**src/rtl/regfile_access_ctrl_if.sv**
```systemverilog
// Bundle of all requester, store and register-file signals around regfile_access_ctrl.
// The slave modport is the controller's view; the master modport is the surrounding datapath.
interface regfile_access_ctrl_if #(
  parameter int DW = 32,
  parameter int AW = 5
);
  logic          alu_valid;
  logic          alu_ready;
  logic [AW-1:0] alu_rd;
  logic [DW-1:0] alu_wdata;

  logic          ld_valid;
  logic          ld_ready;
  logic [AW-1:0] ld_rd;
  logic [DW-1:0] ld_wdata;

  logic          st_valid;
  logic          st_ready;
  logic [AW-1:0] st_rs;
  logic          st_rdata_valid;
  logic [DW-1:0] st_rdata;

  logic          rf_we;
  logic [AW-1:0] rf_waddr;
  logic [DW-1:0] rf_wdata;
  logic [AW-1:0] rf_raddr;
  logic [DW-1:0] rf_rdata;

  modport slave (
    input  alu_valid, alu_rd, alu_wdata,
    output alu_ready,
    input  ld_valid, ld_rd, ld_wdata,
    output ld_ready,
    input  st_valid, st_rs,
    output st_ready, st_rdata_valid, st_rdata,
    output rf_we, rf_waddr, rf_wdata, rf_raddr,
    input  rf_rdata
  );

  modport master (
    output alu_valid, alu_rd, alu_wdata,
    input  alu_ready,
    output ld_valid, ld_rd, ld_wdata,
    input  ld_ready,
    output st_valid, st_rs,
    input  st_ready, st_rdata_valid, st_rdata,
    input  rf_we, rf_waddr, rf_wdata, rf_raddr,
    output rf_rdata
  );
endinterface

```
**src/rtl/regfile_access_ctrl.sv**
```systemverilog
// Register-file access sequencer: round-robin ALU/load write arbitration plus a store readout FSM.
// Optional macro STORE_FWD_EN forwards an in-flight write into the store readout instead of stalling.
module regfile_access_ctrl #(
  parameter int DW       = 32,
  parameter int AW       = 5,
  parameter bit ZERO_REG = 1'b1
) (
  input  logic                  clk,
  input  logic                  rst,
  regfile_access_ctrl_if.slave  bus
);

  typedef enum logic {
    GRANT_ALU,
    GRANT_LD
  } grant_e;

  typedef enum logic [1:0] {
    ST_IDLE,
    ST_READ,
    ST_RESP
  } st_state_e;

  grant_e        last_grant;
  logic          alu_grant;
  logic          ld_grant;
  logic          wr_accept;
  logic          wr_commit;
  logic [AW-1:0] wr_addr;
  logic [DW-1:0] wr_data;

  logic          rf_we_q;
  logic [AW-1:0] rf_waddr_q;
  logic [DW-1:0] rf_wdata_q;
  logic [AW-1:0] rf_raddr_q;

  st_state_e     st_state;
  st_state_e     st_next;
  logic          st_ready_c;
  logic          st_accept;
  logic          st_stall;
  logic [DW-1:0] st_capture;
  logic [DW-1:0] st_rdata_q;

  // ---------------------------------------------------------------------------
  // Write arbitration: a lone requester always wins; on a tie the requester
  // that did not win last time is served.
  // ---------------------------------------------------------------------------
  // NOTE: every output of an always_comb gets a default first, so no path can infer a latch.
  always_comb begin
    alu_grant = 1'b0;
    ld_grant  = 1'b0;
    if (!rst) begin
      if (bus.alu_valid && (!bus.ld_valid || last_grant == GRANT_LD)) begin
        alu_grant = 1'b1;
      end else if (bus.ld_valid) begin
        ld_grant = 1'b1;
      end
    end
  end

  assign wr_accept = alu_grant | ld_grant;
  assign wr_addr   = alu_grant ? bus.alu_rd    : bus.ld_rd;
  assign wr_data   = alu_grant ? bus.alu_wdata : bus.ld_wdata;
  // Writes to register 0 still handshake but never reach the file when it is hardwired.
  assign wr_commit = wr_accept && !(ZERO_REG && wr_addr == '0);

  assign bus.alu_ready = alu_grant;
  assign bus.ld_ready  = ld_grant;

  // NOTE: sequential state uses non-blocking assignments so every flop samples pre-edge values.
  always_ff @(posedge clk) begin
    if (rst) begin
      last_grant <= GRANT_LD;
      rf_we_q    <= 1'b0;
      rf_waddr_q <= '0;
      rf_wdata_q <= '0;
    end else begin
      if (alu_grant) begin
        last_grant <= GRANT_ALU;
      end else if (ld_grant) begin
        last_grant <= GRANT_LD;
      end
      rf_we_q <= wr_commit;
      if (wr_commit) begin
        rf_waddr_q <= wr_addr;
        rf_wdata_q <= wr_data;
      end
    end
  end

  assign bus.rf_we    = rf_we_q;
  assign bus.rf_waddr = rf_waddr_q;
  assign bus.rf_wdata = rf_wdata_q;

  // ---------------------------------------------------------------------------
  // Store readout: address registered on accept, data captured one cycle later,
  // response pulsed the cycle after that.
  // ---------------------------------------------------------------------------
`ifdef STORE_FWD_EN
  logic rd_hazard;

  assign st_stall   = 1'b0;
  assign rd_hazard  = rf_we_q && (rf_waddr_q == rf_raddr_q);
  assign st_capture = rd_hazard ? rf_wdata_q : bus.rf_rdata;
`else
  // Hold the store off while a write to the same register is accepted or still in the write stage.
  assign st_stall   = (rf_we_q && (rf_waddr_q == bus.st_rs)) ||
                      (wr_commit && (wr_addr == bus.st_rs));
  assign st_capture = bus.rf_rdata;
`endif

  always_comb begin
    st_next    = st_state;
    st_ready_c = 1'b0;
    st_accept  = 1'b0;
    unique case (st_state)
      ST_IDLE: begin
        st_ready_c = !rst && !st_stall;
        if (bus.st_valid && st_ready_c) begin
          st_accept = 1'b1;
          st_next   = ST_READ;
        end
      end
      ST_READ: st_next = ST_RESP;
      ST_RESP: st_next = ST_IDLE;
      default: st_next = ST_IDLE;
    endcase
  end

  // NOTE: st_rdata is a single register, so it is reset along with the rest; only true memories skip reset.
  always_ff @(posedge clk) begin
    if (rst) begin
      st_state   <= ST_IDLE;
      rf_raddr_q <= '0;
      st_rdata_q <= '0;
    end else begin
      st_state <= st_next;
      if (st_accept) begin
        rf_raddr_q <= bus.st_rs;
      end
      if (st_state == ST_READ) begin
        st_rdata_q <= st_capture;
      end
    end
  end

  assign bus.st_ready       = st_ready_c;
  assign bus.st_rdata_valid = (st_state == ST_RESP);
  assign bus.st_rdata       = st_rdata_q;
  assign bus.rf_raddr       = rf_raddr_q;

endmodule
```
**src/flat_wrapper.sv**
```systemverilog
// flat-port wrapper written by rule: the top's interface ports become plain ports
module regfile_access_ctrl_flat 
#(
  parameter int DW       = 32,
  parameter int AW       = 5,
  parameter bit ZERO_REG = 1'b1
)
  (clk, rst, bus_alu_valid, bus_alu_rd, bus_alu_wdata, bus_alu_ready, bus_ld_valid, bus_ld_rd, bus_ld_wdata, bus_ld_ready, bus_st_valid, bus_st_rs, bus_st_ready, bus_st_rdata_valid, bus_st_rdata, bus_rf_we, bus_rf_waddr, bus_rf_wdata, bus_rf_raddr, bus_rf_rdata);
  regfile_access_ctrl_if #(.DW(DW), .AW(AW)) bus_i ();
  input  logic clk;
  input  logic rst;
  input wire logic [$bits(bus_i.alu_valid)-1:0] bus_alu_valid;
  input wire logic [$bits(bus_i.alu_rd)-1:0] bus_alu_rd;
  input wire logic [$bits(bus_i.alu_wdata)-1:0] bus_alu_wdata;
  output wire logic [$bits(bus_i.alu_ready)-1:0] bus_alu_ready;
  input wire logic [$bits(bus_i.ld_valid)-1:0] bus_ld_valid;
  input wire logic [$bits(bus_i.ld_rd)-1:0] bus_ld_rd;
  input wire logic [$bits(bus_i.ld_wdata)-1:0] bus_ld_wdata;
  output wire logic [$bits(bus_i.ld_ready)-1:0] bus_ld_ready;
  input wire logic [$bits(bus_i.st_valid)-1:0] bus_st_valid;
  input wire logic [$bits(bus_i.st_rs)-1:0] bus_st_rs;
  output wire logic [$bits(bus_i.st_ready)-1:0] bus_st_ready;
  output wire logic [$bits(bus_i.st_rdata_valid)-1:0] bus_st_rdata_valid;
  output wire logic [$bits(bus_i.st_rdata)-1:0] bus_st_rdata;
  output wire logic [$bits(bus_i.rf_we)-1:0] bus_rf_we;
  output wire logic [$bits(bus_i.rf_waddr)-1:0] bus_rf_waddr;
  output wire logic [$bits(bus_i.rf_wdata)-1:0] bus_rf_wdata;
  output wire logic [$bits(bus_i.rf_raddr)-1:0] bus_rf_raddr;
  input wire logic [$bits(bus_i.rf_rdata)-1:0] bus_rf_rdata;
  assign bus_i.alu_valid = bus_alu_valid;
  assign bus_i.alu_rd = bus_alu_rd;
  assign bus_i.alu_wdata = bus_alu_wdata;
  assign bus_alu_ready = bus_i.alu_ready;
  assign bus_i.ld_valid = bus_ld_valid;
  assign bus_i.ld_rd = bus_ld_rd;
  assign bus_i.ld_wdata = bus_ld_wdata;
  assign bus_ld_ready = bus_i.ld_ready;
  assign bus_i.st_valid = bus_st_valid;
  assign bus_i.st_rs = bus_st_rs;
  assign bus_st_ready = bus_i.st_ready;
  assign bus_st_rdata_valid = bus_i.st_rdata_valid;
  assign bus_st_rdata = bus_i.st_rdata;
  assign bus_rf_we = bus_i.rf_we;
  assign bus_rf_waddr = bus_i.rf_waddr;
  assign bus_rf_wdata = bus_i.rf_wdata;
  assign bus_rf_raddr = bus_i.rf_raddr;
  assign bus_i.rf_rdata = bus_rf_rdata;
  regfile_access_ctrl #(.DW(DW), .AW(AW), .ZERO_REG(ZERO_REG)) u_core (.clk(clk), .rst(rst), .bus(bus_i));
endmodule
```
**config.mk**
```make
export PLATFORM = sky130hd
export DESIGN_NAME = regfile_access_ctrl_flat
export DESIGN_NICKNAME = d
export VERILOG_FILES = /design/src/rtl/regfile_access_ctrl_if.sv /design/src/rtl/regfile_access_ctrl.sv /design/src/flat_wrapper.sv
export SDC_FILE = /design/constraint.sdc
export NUM_CORES = 1
export LEC_CHECK = 0
export CORE_MARGIN = 2
export CORE_UTILIZATION = 30
export CTS_BUF_LIST = sky130_fd_sc_hd__clkbuf_8 sky130_fd_sc_hd__clkbuf_16
export CTS_CLUSTER_DIAMETER = 80
export DETAILED_ROUTE_END_ITERATION = 12
export PLACE_DENSITY = 0.66
export SYNTH_ARGS = -nofsm -noshare
export SYNTH_HDL_FRONTEND = slang
export SYNTH_SLANG_ARGS = --single-unit
```
**constraint.sdc**
```tcl
create_clock -name clk -period 3.6 [get_ports clk]
set_input_delay 0.72 -clock clk [delete_from_list [all_inputs] [get_ports clk]]
set_output_delay 0.72 -clock clk [all_outputs]
set_load 0.01 [all_outputs]
```
**After elaboration in Yosys (flattened, before gate mapping)**

Cells that the tools add are included.

- Eq/ne operators: 5
- Bitwise logic cells: 1
- Reduce and logical (&&, ||, !) cells: 15
- Muxes and demuxes: 14

Operators by type and width:

| operator | count |
|---|---|
| 2-to-1 mux 32 bit | 1 |
| equality test 5 bit | 2 |
| 2-to-1 mux 1 bit | 10 |
| logical AND 1 bit | 6 |
| zero test 5 bit | 1 |
| 2-to-1 mux 5 bit | 1 |
| zero test 1 bit | 4 |
| one-hot mux 2 bit (2 select lines) | 1 |
| equality test 2 x 1 -> 1 bit (second input constant) | 1 |
| equality test 2 bit (second input constant) | 1 |
| zero test 2 bit | 1 |
| logical OR 1 bit | 2 |
| 2-to-1 mux 2 bit | 1 |
| inequality test 2 x 1 -> 1 bit (second input constant) | 1 |
| nonzero test 2 bit | 1 |
| bitwise OR 1 bit | 1 |

- Output and inout bits: 79
- Input bits: 116
- Logic and storage cells: 42
- Register bits: 78

**Longest topological paths before layout**

- Depth after elaboration: 16
- Depth in mapped cells: 8
- Mapped depth without buffers: 7

**Worst setup path before layout**

OpenSTA, ideal clock, no wires.

- Path type: input -> output
- Start: input rst
- End: output bus_st_ready
- Data arrival time: 2.260 ns
- Setup slack: 0.620 ns
- Data required time: 2.880 ns
- Buffers on the path: 1
- Stages on the path: 6
- Cells stage by stage: buf_2 > nor2b_1 > nand2_2 > a2111oi_4 > a21bo_2 > o31a_1

- Cells in the longest elaborated chain, start to end: 10
- Elaborated cells on any way between the ends: 14
- Classes of those cells: eq/ne: 1; mux: 4; bitwise: 1; reduce/logical: 8

Ends and longest elaborated chain:

| what | line | RTL |
|---|---|---|
| start: declaration | flat_wrapper.sv:11 | `input logic rst;` |
| 2-to-1 mux 1 bit | regfile_access_ctrl.sv:53 | `if (!rst) begin` |
| 2-to-1 mux 5 bit | regfile_access_ctrl.sv:63 | `assign wr_addr = alu_grant ? bus.alu_rd : bus.ld_rd;` |
| zero test 5 bit | regfile_access_ctrl.sv:66 | `assign wr_commit = wr_accept && !(ZERO_REG && wr_addr == '0);` |
| zero test 1 bit | regfile_access_ctrl.sv:66 |  |
| logical AND 1 bit | regfile_access_ctrl.sv:66 |  |
| logical AND 1 bit | regfile_access_ctrl.sv:109 | `(wr_commit && (wr_addr == bus.st_rs));` |
| logical OR 1 bit | regfile_access_ctrl.sv:108 | `assign st_stall = (rf_we_q && (rf_waddr_q == bus.st_rs)) \|\|` |
| zero test 1 bit | regfile_access_ctrl.sv:119 | `st_ready_c = !rst && !st_stall;` |
| logical AND 1 bit * | regfile_access_ctrl.sv:119 |  |
| 2-to-1 mux 1 bit * | regfile_access_ctrl.sv:117 | `unique case (st_state)` |
| end: declaration | flat_wrapper.sv:22 | `output wire logic [$bits(bus_i.st_ready)-1:0] bus_st_ready;` |

Every way passes the cells marked *; elsewhere a longest branch is shown, timed or not.

**Worst setup path after layout**

- Start: input bus_alu_valid
- End: output bus_st_ready

- Cells in the longest elaborated chain, start to end: 12
- Elaborated cells on any way between the ends: 16
- Classes of those cells: eq/ne: 1; mux: 6; bitwise: 1; reduce/logical: 8

Ends and longest elaborated chain:

| what | line | RTL |
|---|---|---|
| start: declaration | flat_wrapper.sv:12 | `input wire logic [$bits(bus_i.alu_valid)-1:0] bus_alu_valid;` |
| logical AND 1 bit * | regfile_access_ctrl.sv:54 | `if (bus.alu_valid && (!bus.ld_valid \|\| last_grant == GRANT_LD)) begin` |
| 2-to-1 mux 1 bit | regfile_access_ctrl.sv:54 |  |
| 2-to-1 mux 1 bit | regfile_access_ctrl.sv:53 |  |
| 2-to-1 mux 5 bit | regfile_access_ctrl.sv:63 |  |
| zero test 5 bit | regfile_access_ctrl.sv:66 |  |
| zero test 1 bit | regfile_access_ctrl.sv:66 |  |
| logical AND 1 bit | regfile_access_ctrl.sv:66 |  |
| logical AND 1 bit * | regfile_access_ctrl.sv:109 |  |
| logical OR 1 bit * | regfile_access_ctrl.sv:108 |  |
| zero test 1 bit * | regfile_access_ctrl.sv:119 |  |
| logical AND 1 bit * | regfile_access_ctrl.sv:119 |  |
| 2-to-1 mux 1 bit * | regfile_access_ctrl.sv:117 |  |

Marked as above.

==> impl_metrics.yaml <==
synthesis:
  yosys_register_bits: 78
  netlist_top_cells_area: "dfxtp_1 47%, nand2_1 15%, a311oi_1 9.3%, a21oi_1 5.5%, nor2_1 4.9%"
  syn_area_um2: 3301
  synthSimpleGateAreaFrac_pct: 25.25
  synth_top_family_by_area: "simple AND/OR/NAND/NOR gates"
  synth_most_common_cell: "nand2_1"
  synth-adder-area-share_pct: 0
  ys_async_sr_fraction_pct: 0
  synth_largest_area_cell: "dfxtp_1"
  synth_commonest_cells: "136 x nand2_1, 78 x dfxtp_1, 43 x nor2_1, 36 x a21oi_1, 35 x a311oi_1"
  synth.avg_cell_area_um2: 7.877
  synthMuxAreaShare_pct: 1.933
  synth_top_area_share_pct: 47.31
  ys_seq_area_share_pct: 47.31
  synth_edf_count: 0
  synth_cells: 419
  synth.distinct_cells: 33
  ys.flop_type: "dfxtp_1"
  yosys_warnings: 0
  synth_compound_area_share_pct: 19.18
  synth_nets: 535
  synth_xor_xnor_area_share_pct: 1.857
run_status:
  status: "complete, no violations"
sta:
  setup_viol: 0
  rsz0062_at_grt: "false"
  worst_pin_slew_ps: 1216
  max_freq_ghz: 0.2862
  layout_worst_path_cycle_share_pct: 97.04
  setup_slack_ps: 106.5
  drv_slew: 0
  skew_ps: 7.610
  finalHoldViolCount: 0
  tns_ps: 0
  min_period_ps: 3493
  relSlewSlack_pct: 18.58
critical_path:
  startpoint_type: "input pin"
  worstPathRequired_ps: 2880
  worstPathArrival_ps: 2770
  path_cells: "clkdlybuf4s50_1, buf_4, nand2b_1, a2111o_1, o221ai_1, o21ai_1, o31a_1, dlygate4sd2_1"
  path_class: "in2out"
  max_stage_delay_ps: 480
  crit_path_end_kind: "output pin"
  critPathBufInv: 3
  critPathSlowestCell: "clkdlybuf4s50_1"
  critPathTopFamily: "compound AO/OA/AOI/OAI gates"
  cp_max_fo: 3
floorplanning:
  coreArea_um2: 10790
  die_w_um: 108.9
  start_util_pct: 30.58
  dieArea_um2: 11860
  ios: 195
  rows: 38
  dieHeight_um: 108.9
power:
  vdd_drop_max_mv: 0.2052
  design_power_total_mw: 2.114
  power_per_cell_area_nw_per_um2: 371.3
  power_leakage_nw: 2.173
place:
  dp_cells: 742
  portBuffers: 194
  dp_slack_ps: -238.9
  gp_congestion: 0.8749
  dp_hpwl_um: 7767
hold_path:
  hold_class: "reg2reg"
final_layout:
  multiInputGateArea_um2: 1625
  nFillCells: 1037
  register_area_um2: 1562
  fin_nets: 731
  stdcell_count: 760
  drive_gt1_share_pct: 7.903
  n_antenna_cell: 0
  syn2layout_area_growth_pct: 72.48
global_route:
  grt_max_degree: 73
  grtUsageTotal_pct: 17.95
  grt_pass1_vias: 3562
  grt_first_pass_wirelength_um: 16730
  antenna_found_initial: 0
  gr-total-overflow: 0
flow_run:
  maxCapViolations: 0
cts:
  cts-buffers-inserted: 9
  ctsHoldBuffers: 0
  cts_sinks: 78
  cts.clk_slew.worst_paths_ps: 80
  cts_buffer_depth: 2
  insertion_delay_ps: 350
  h-tree-depth: 3
  cts_tree: "yes"
  cts-root-buf: "clkbuf_8"
detailed_routing:
  first_pass_iters: 4
  vias: 3597
  ant_nets: 0
  viasPerCell: 4.733
  drtIter0Drc: 152
  post-route-drc-count: 0
  wl_um: 10650
  wl_per_cell_um: 14.01
[what timing repair did]
item | 4_1_cts | 5_1_grt
pin swaps | 1 | 1
setup buffers | 1 | 1
endpoints found under the setup margin | 1 | 1
resized for setup | 5 | 5
hold endpoints to repair | 0 | 0
[cell usage in the layout, fill, tap and decap left out, types with 2 or more instances in the layout]
master	Yosys	layout
mux2i_1	3	3
o21ai_0	3	2
inv_1	7	8
nor2_1	43	43
clkinv_4	0	3
nand2_1	136	136
nor2b_2	0	2
a311oi_1	35	35
or4_1	2	2
mux2_1	3	3
nor2b_1	10	7
xnor2_1	2	2
clkdlybuf4s50_1	0	191
xor2_1	5	5
clkbuf_8	0	9
nand2b_1	6	6
dfxtp_1	78	78
nor4_1	3	2
buf_4	0	22
a21oi_1	36	36
[cells by family after synthesis]
group,count (synthesis)
compound gates,85
xor+xnor,7
buf+inv,39
flops,78
mux,6
simple gates,204
[report_power, final]
part / internal (mW) / total (mW) / switching (mW)
Sequential: 0.923 / 0.956 / 0.0337
Combinational: 0.290 / 0.503 / 0.213
Clock: 0.323 / 0.654 / 0.332
Total: 1.54 / 2.11 / 0.578
[area by class of cell]
cell class,instances,area share (%)
multi-input combinational,302,28.55
inverter,8,0.5275
timing repair buffer,216,36.95
sequential,78,27.43
clock buffer,9,2.176
tap,140,3.077
clock inverter,7,1.297
[tightest hold or removal path, cell delays in order, from the launching register on]
cell and delay [ps]:
dfxtp_1 310, nand2_1 50, a21oi_1 50
[sequential cells by signal (all words and copies together) (netlist names)]
signal / count
u_core.bus.rf_waddr: 5
u_core.st_state: 2
u_core.bus.rf_wdata: 32
u_core.bus.rf_raddr: 5
u_core.bus.rf_we: 1
u_core.bus.st_rdata: 32
u_core.last_grant: 1
[final timing paths]
| path | slack, ps | end | depth (start not counted) | start |
|---|---|---|---|---|
| setup / recovery | 110 | bus_st_ready | 8 | bus_alu_valid |
| hold / removal | 450 | u_core.bus.st_rdata[15]$_SDFFE_PP0N_ | 2 | u_core.bus.st_rdata[15]$_SDFFE_PP0N_ |
| setup reg to reg | 1180 | u_core.bus.rf_raddr[0]$_SDFFE_PP0P_ | 8 | u_core.last_grant$_SDFFE_PP1P_ |
| hold reg to reg | 450 | u_core.bus.st_rdata[15]$_SDFFE_PP0N_ | 2 | u_core.bus.st_rdata[15]$_SDFFE_PP0N_ |
[routing by layer]
layer	up-vias	track usage, %	routed length, um
met5	-	0	0
met4	0	8.700	231
met3	17	7.591	1336
met2	160	29.02	4785
met1	1605	20.35	4296
li1	1815	-	-
[stage by stage]
stage               hold WS [ps]  utilization, %  instance area [um^2]
finish                     454.6           52.75                  5693
global route               474.6           52.75                  5693
CTS                        458.4           52.57                  5674
detailed placement         445.9           50.48                  5448
global placement           442.1           50.48                  5448
floorplan                  480.5               -                  3301
Power figures use the tool's default switching activity.
